File: src/rtl/frame_buffer_arbiter.sv
// Arbiter for the single-port pixel frame buffer BRAM: display reads have fixed priority,
// loader writes and readback reads share the remaining slots round-robin with starvation override.
module frame_buffer_arbiter #(
    parameter int DEPTH      = 196608,
    parameter int ADDR_W     = 18,
    parameter int DATA_W     = 24,
    parameter int STARVE_MAX = 8
) (
    input  logic              clk,
    input  logic              rst,
    input  logic              wr_req,
    input  logic [ADDR_W-1:0] wr_addr,
    input  logic [DATA_W-1:0] wr_data,
    output logic              wr_gnt,
    input  logic              disp_req,
    input  logic [ADDR_W-1:0] disp_addr,
    output logic              disp_gnt,
    output logic              disp_rvalid,
    output logic [DATA_W-1:0] disp_rdata,
    input  logic              tx_req,
    input  logic [ADDR_W-1:0] tx_addr,
    output logic              tx_gnt,
    output logic              tx_rvalid,
    output logic [DATA_W-1:0] tx_rdata,
    output logic              mem_en,
    output logic              mem_we,
    output logic [ADDR_W-1:0] mem_addr,
    output logic [DATA_W-1:0] mem_din,
    input  logic [DATA_W-1:0] mem_dout,
    output logic [1:0]        owner,
    output logic              err_addr
);

    localparam int                CNT_W   = $clog2(STARVE_MAX + 1);
    localparam logic [CNT_W-1:0]  CNT_MAX = CNT_W'(STARVE_MAX);
    localparam logic [ADDR_W:0]   DEPTH_L = (ADDR_W + 1)'(DEPTH);

    typedef enum logic [1:0] {
        OWN_NONE = 2'd0,
        OWN_WR   = 2'd1,
        OWN_DISP = 2'd2,
        OWN_TX   = 2'd3
    } owner_e;

    function automatic logic addr_in_range(input logic [ADDR_W-1:0] a);
        return ({1'b0, a} < DEPTH_L);
    endfunction

    owner_e            win_s;
    owner_e            tag_dest_q, tag_dest_d;
    logic              wr_starved_s, tx_starved_s;
    logic              granted_s, range_ok_s;
    logic [ADDR_W-1:0] sel_addr_s;
    logic [DATA_W-1:0] sel_din_s;

    logic              ptr_q, ptr_d;
    logic [CNT_W-1:0]  wr_cnt_q, wr_cnt_d;
    logic [CNT_W-1:0]  tx_cnt_q, tx_cnt_d;
    logic [ADDR_W-1:0] mem_addr_q, mem_addr_d;
    logic [DATA_W-1:0] mem_din_q, mem_din_d;
    logic              err_q, err_d;
    logic              tag_vld_q, tag_vld_d;
    logic              tag_ok_q, tag_ok_d;
    logic              disp_rvalid_q, disp_rvalid_d;
    logic              tx_rvalid_q, tx_rvalid_d;
    logic [DATA_W-1:0] disp_rdata_q, disp_rdata_d;
    logic [DATA_W-1:0] tx_rdata_q, tx_rdata_d;

    // Winner selection: starvation override, then display, then round-robin pointer (0 = wr).
    always_comb begin
        win_s        = OWN_NONE;
        wr_starved_s = wr_req && (wr_cnt_q == CNT_MAX);
        tx_starved_s = tx_req && (tx_cnt_q == CNT_MAX);
        if (rst) begin
            win_s = OWN_NONE;
        end else if (wr_starved_s && tx_starved_s) begin
            win_s = ptr_q ? OWN_TX : OWN_WR;
        end else if (wr_starved_s) begin
            win_s = OWN_WR;
        end else if (tx_starved_s) begin
            win_s = OWN_TX;
        end else if (disp_req) begin
            win_s = OWN_DISP;
        end else if (wr_req && tx_req) begin
            win_s = ptr_q ? OWN_TX : OWN_WR;
        end else if (wr_req) begin
            win_s = OWN_WR;
        end else if (tx_req) begin
            win_s = OWN_TX;
        end else begin
            win_s = OWN_NONE;
        end
    end

    // BRAM port mux; address and write data hold their last values when idle.
    always_comb begin
        sel_addr_s = mem_addr_q;
        sel_din_s  = mem_din_q;
        case (win_s)
            OWN_WR: begin
                sel_addr_s = wr_addr;
                sel_din_s  = wr_data;
            end
            OWN_DISP: sel_addr_s = disp_addr;
            OWN_TX:   sel_addr_s = tx_addr;
            default: begin
                sel_addr_s = mem_addr_q;
                sel_din_s  = mem_din_q;
            end
        endcase
        granted_s  = (win_s != OWN_NONE);
        range_ok_s = addr_in_range(sel_addr_s);
    end

    assign wr_gnt      = (win_s == OWN_WR);
    assign disp_gnt    = (win_s == OWN_DISP);
    assign tx_gnt      = (win_s == OWN_TX);
    assign owner       = win_s;
    assign mem_en      = granted_s && range_ok_s;
    assign mem_we      = (win_s == OWN_WR);
    assign mem_addr    = sel_addr_s;
    assign mem_din     = sel_din_s;
    assign err_addr    = err_q;
    assign disp_rvalid = disp_rvalid_q;
    assign disp_rdata  = disp_rdata_q;
    assign tx_rvalid   = tx_rvalid_q;
    assign tx_rdata    = tx_rdata_q;

    // Next-state for pointer, starvation counters, sticky error and read-return pipeline.
    always_comb begin
        ptr_d      = ptr_q;
        wr_cnt_d   = wr_cnt_q;
        tx_cnt_d   = tx_cnt_q;
        mem_addr_d = sel_addr_s;
        mem_din_d  = sel_din_s;
        err_d      = err_q | (granted_s && !range_ok_s);
        tag_vld_d  = (win_s == OWN_DISP) || (win_s == OWN_TX);
        tag_dest_d = win_s;
        tag_ok_d   = range_ok_s;

        if ((win_s == OWN_WR) || (win_s == OWN_TX)) begin
            ptr_d = ~ptr_q;
        end else begin
            ptr_d = ptr_q;
        end

        if (wr_req && (win_s != OWN_WR)) begin
            wr_cnt_d = (wr_cnt_q == CNT_MAX) ? CNT_MAX : wr_cnt_q + {{(CNT_W-1){1'b0}}, 1'b1};
        end else begin
            wr_cnt_d = {CNT_W{1'b0}};
        end

        if (tx_req && (win_s != OWN_TX)) begin
            tx_cnt_d = (tx_cnt_q == CNT_MAX) ? CNT_MAX : tx_cnt_q + {{(CNT_W-1){1'b0}}, 1'b1};
        end else begin
            tx_cnt_d = {CNT_W{1'b0}};
        end

        // mem_dout belongs to the tag captured one cycle earlier; out-of-range reads return zero.
        disp_rvalid_d = tag_vld_q && (tag_dest_q == OWN_DISP);
        tx_rvalid_d   = tag_vld_q && (tag_dest_q == OWN_TX);
        if (disp_rvalid_d) begin
            disp_rdata_d = tag_ok_q ? mem_dout : {DATA_W{1'b0}};
        end else begin
            disp_rdata_d = disp_rdata_q;
        end
        if (tx_rvalid_d) begin
            tx_rdata_d = tag_ok_q ? mem_dout : {DATA_W{1'b0}};
        end else begin
            tx_rdata_d = tx_rdata_q;
        end
    end

    // State registers; synchronous reset also discards in-flight read tags.
    always_ff @(posedge clk) begin
        if (rst) begin
            ptr_q         <= 1'b0;
            wr_cnt_q      <= {CNT_W{1'b0}};
            tx_cnt_q      <= {CNT_W{1'b0}};
            mem_addr_q    <= {ADDR_W{1'b0}};
            mem_din_q     <= {DATA_W{1'b0}};
            err_q         <= 1'b0;
            tag_vld_q     <= 1'b0;
            tag_dest_q    <= OWN_NONE;
            tag_ok_q      <= 1'b0;
            disp_rvalid_q <= 1'b0;
            tx_rvalid_q   <= 1'b0;
            disp_rdata_q  <= {DATA_W{1'b0}};
            tx_rdata_q    <= {DATA_W{1'b0}};
        end else begin
            ptr_q         <= ptr_d;
            wr_cnt_q      <= wr_cnt_d;
            tx_cnt_q      <= tx_cnt_d;
            mem_addr_q    <= mem_addr_d;
            mem_din_q     <= mem_din_d;
            err_q         <= err_d;
            tag_vld_q     <= tag_vld_d;
            tag_dest_q    <= tag_dest_d;
            tag_ok_q      <= tag_ok_d;
            disp_rvalid_q <= disp_rvalid_d;
            tx_rvalid_q   <= tx_rvalid_d;
            disp_rdata_q  <= disp_rdata_d;
            tx_rdata_q    <= tx_rdata_d;
        end
    end

endmodule
File: config.mk
export PLATFORM = sky130hd
export DESIGN_NAME = frame_buffer_arbiter
export DESIGN_NICKNAME = d
export VERILOG_FILES = /design/src/rtl/frame_buffer_arbiter.sv
export SDC_FILE = /design/constraint.sdc
export NUM_CORES = 1
export LEC_CHECK = 0
export CAP_MARGIN = 40
export CORE_MARGIN = 2
export CORE_UTILIZATION = 25
export DETAILED_ROUTE_END_ITERATION = 10
export REMOVE_ABC_BUFFERS = 1
export SLEW_MARGIN = 20
export SYNTH_ARGS = -nofsm -noshare
export SYNTH_HDL_FRONTEND = slang
export SYNTH_SLANG_ARGS = --single-unit
export TNS_END_PERCENT = 5
File: constraint.sdc
create_clock -name clk -period 2.4 [get_ports clk]
set_clock_uncertainty 0.1 [all_clocks]
set_input_delay 0.48 -clock clk [delete_from_list [all_inputs] [get_ports clk]]
set_output_delay 0.48 -clock clk [all_outputs]
set_load 0.01 [all_outputs]
==> run metrics <==
status=finished with violations; violated checks=setup timing; depth of the CTS H-tree=3; worst reg2reg endpoint=tag_ok_q; row count=49; Worst Setup End Kind=output port; worst-path fanout max=8; synthesis-to-layout area growth=72.4%; reg-to-reg startpoint=wr_cnt_q[0]; crit start category=primary input; total CTS buffers=9; Die W=140 um; Clock Latency Late Sink=0.35 ns; vias in the first global route=around 4.4k; fin crit period=between 2 and 3 ns; top cell type's share of synthesized area=between 40% and 50%; Antenna Violating Nets Remaining=0; Syn Inst Count=between 500 and 600; r2r setup slk=around 0.040 ns; area leader, netlist=dfxtp_1; area taken by flip-flops and latches=~0.0021 mm2; antenna cell count=0; Fmax=between 300 and 400 MHz; Lkg Pwr=3.02 nW; Slew Viols, Final=0; fin cells=approximately 990; Crit. Startpoint=disp_req; post-synthesis simple-gate area fraction=between 20% and 30%; filler cell count=1,783; DRT Wirelength=about 15,000 um; Starting Density=around 25%; Global Route Usage Sum=15.5%; Total Nets Final=~860; R2R depth=13; Setup Viol. Count Final=slightly below 50; Final Hold Viols=0; antenna violations before repair=0; Synth Area per Inst=9.15 um2; Pwr Density=between 500 and 600 mW/mm2; max_slew headroom=64.9%; Die Y=between 100 and 150 um; Post-synth top cells=dfxtp_1, a21oi_1, nand2_1; RD Place Congestion=0.888; Synth cell types=48; combinational family with the most area after synthesis=simple AND/OR/NAND/NOR gates; Max Cap Violations=0; Core Region=0.0180 mm2; clock tree sinks=~110; synthesized area=approximately 0.0046 mm2; top_reg_cell synth=dfxtp_1; grt ovf=0; Hold WS=around 0.35 ns; Final HPWL DP=a little over 10,000 um; Synth Warn #=0; hold depth=2; root buffer cell=clkbuf_16; most numerous cell in the Yosys netlist=dfxtp_1; vias per cell=4.61; critical setup path kind=primary input to output port; TritonCTS clock tree=done; complex-gate fraction of the synthesized area=between 10% and 20%; Min-Delay Path Class=flip-flop to flip-flop; unrepaired setup endpoints after global routing=yes; Remaining DRCs=0; top area cells in the synthesized netlist=dfxtp_1, a21oi_1, and2_1; first-pass GRT wire length=about 24,000 um; clock transition at the registers of the reported paths=approximately 0.07 ns; CP arrival=~2.4 ns; io pins=207; Synth async-reset ratio=0%; Multi-input gate area=between 0.002 and 0.003 mm2; layout cells sized above 1=between 20 and 30%; final setup margin=-0.571 ns; CTS Hold Bufs=0; Cells after DPL=950; post-synthesis sequential element count=between 100 and 150; drt first-iter violations=140; fraction of the yosys area taken by sequential cells=46.2%; mux share of post-synthesis cell area=a little under a tenth; Post-synth EDFFs=0; Slew @ Worst Pin=between 0.5 and 0.6 ns; DR pass1 iterations=4; VDD IR max=0.332 mV; Critical Path End=mem_din[2]; port bufs=206; largest net degree at the start of global routing=49; die area=0.0195 mm2; via count=between 4k and 5k; Synth Area in Adders=roughly 1.3%; Crit path required time=approximately 1.8 ns; Final period util=124%; Tot Pwr=slightly above 4 mW; Synth Area in XOR/XNOR=0.763%; buffer levels on the longest clock path=2; WL/cell=~16 um
-- per-layer routing --
metal  up-vias  wire length (um)  track usage, %
met5         -                 0               0
met4         0               201            3.74
met3        19              1090            4.40
met2       176              7050            25.1
met1      2106              7030            20.7
li1       2242                 -               -
-- kinds of logic (layout without fill, tap and decap cells) --
logic type / after synthesis / after routing
AND/OR/NAND/NOR: 216 / 216
flip-flops: 106 / 106
AO/OA/AOI/OAI: 86 / 86
buffers and inverters: 46 / 301
multiplexers: 39 / 39
adder cells (fa/ha/maj): 5 / 5
XOR/XNOR: 4 / 4
-- per-stage QoR --
step	TNS [ns]	worst slack, ns	instance area [um2]	utilization [%]
after floorplan	-40.34	-0.786	4410	-
after global placement	-58.64	-1.15	7180	39.8
after detailed placement	-59.19	-1.07	7180	39.8
after CTS	-20.30	-0.586	7840	43.5
after global routing	-25.92	-0.669	7920	43.9
final	-20.48	-0.571	7920	43.9
-- power by group --
group | switching (mW) | total [mW] | internal, mW
Combinational | 0.367 | 0.825 | 0.459
Sequential | 0.0219 | 1.84 | 1.82
Clock | 0.711 | 1.42 | 0.708
Total | 1.10 | 4.08 | 2.98
-- worst max-delay path, cell delays in order --
cell             delay (ns)
clkdlybuf4s50_1        0.41
o21bai_2               0.24
a21oi_4                0.20
o21ai_4                0.08
a21oi_4                0.19
buf_12                 0.13
buf_12                 0.13
buf_6                  0.10
mux2_4                 0.30
buf_6                  0.12
-- layout make-up --
class | count | share of cell area (%)
multi-input combinational | 350 | 31.9
clock inverter | 5 | 0.521
tap | 229 | 3.62
inverter | 7 | 0.332
clock buffer | 10 | 2.89
timing repair buffer | 279 | 33.9
sequential | 106 | 26.9
-- placed cells by master, fill, tap and decap left out, types with 5 or more instances in the layout --
cell type and count:
nand2_1 53, buf_2 19, dfxtp_1 102, clkbuf_16 9
a211oi_2 15, nor4_1 11, clkdlybuf4s50_1 154, a21oi_1 52
inv_2 5, nor4_2 6, nor2_1 27, nand3_1 52
buf_6 35, mux2i_1 15, and2_1 43, buf_4 58
mux2_4 24
-- worst min path at each step --
stage,start,endpoint,slack (ns)
final,disp_rdata[0],disp_rdata[0],0.35
after global routing,tx_rdata[19],tx_rdata[19],0.37
after CTS,disp_rdata[0],disp_rdata[0],0.36
after detailed placement,disp_rdata[0],disp_rdata[0],0.35
after global placement,disp_rdata[21],disp_rdata[21],0.34
after floorplan,tx_cnt_q[0],tx_cnt_q[0],0.33
-- flip-flops by register name (all words and copies together) (netlist names), 2 cells and up --
name and flops:
tx_rdata 24, mem_din_q 24, disp_rdata 24, mem_addr_q 18, tx_cnt_q 4, tag_dest_q 2
wr_cnt_q 4
-- repair_timing --
item,in CTS,in global routing
buffers inserted,17,2
endpoints found under the setup margin,49,50
cloned,2,0
pin swaps,13,9
resized for setup,286,19
Note: power is estimated with default switching activity, not from simulation.
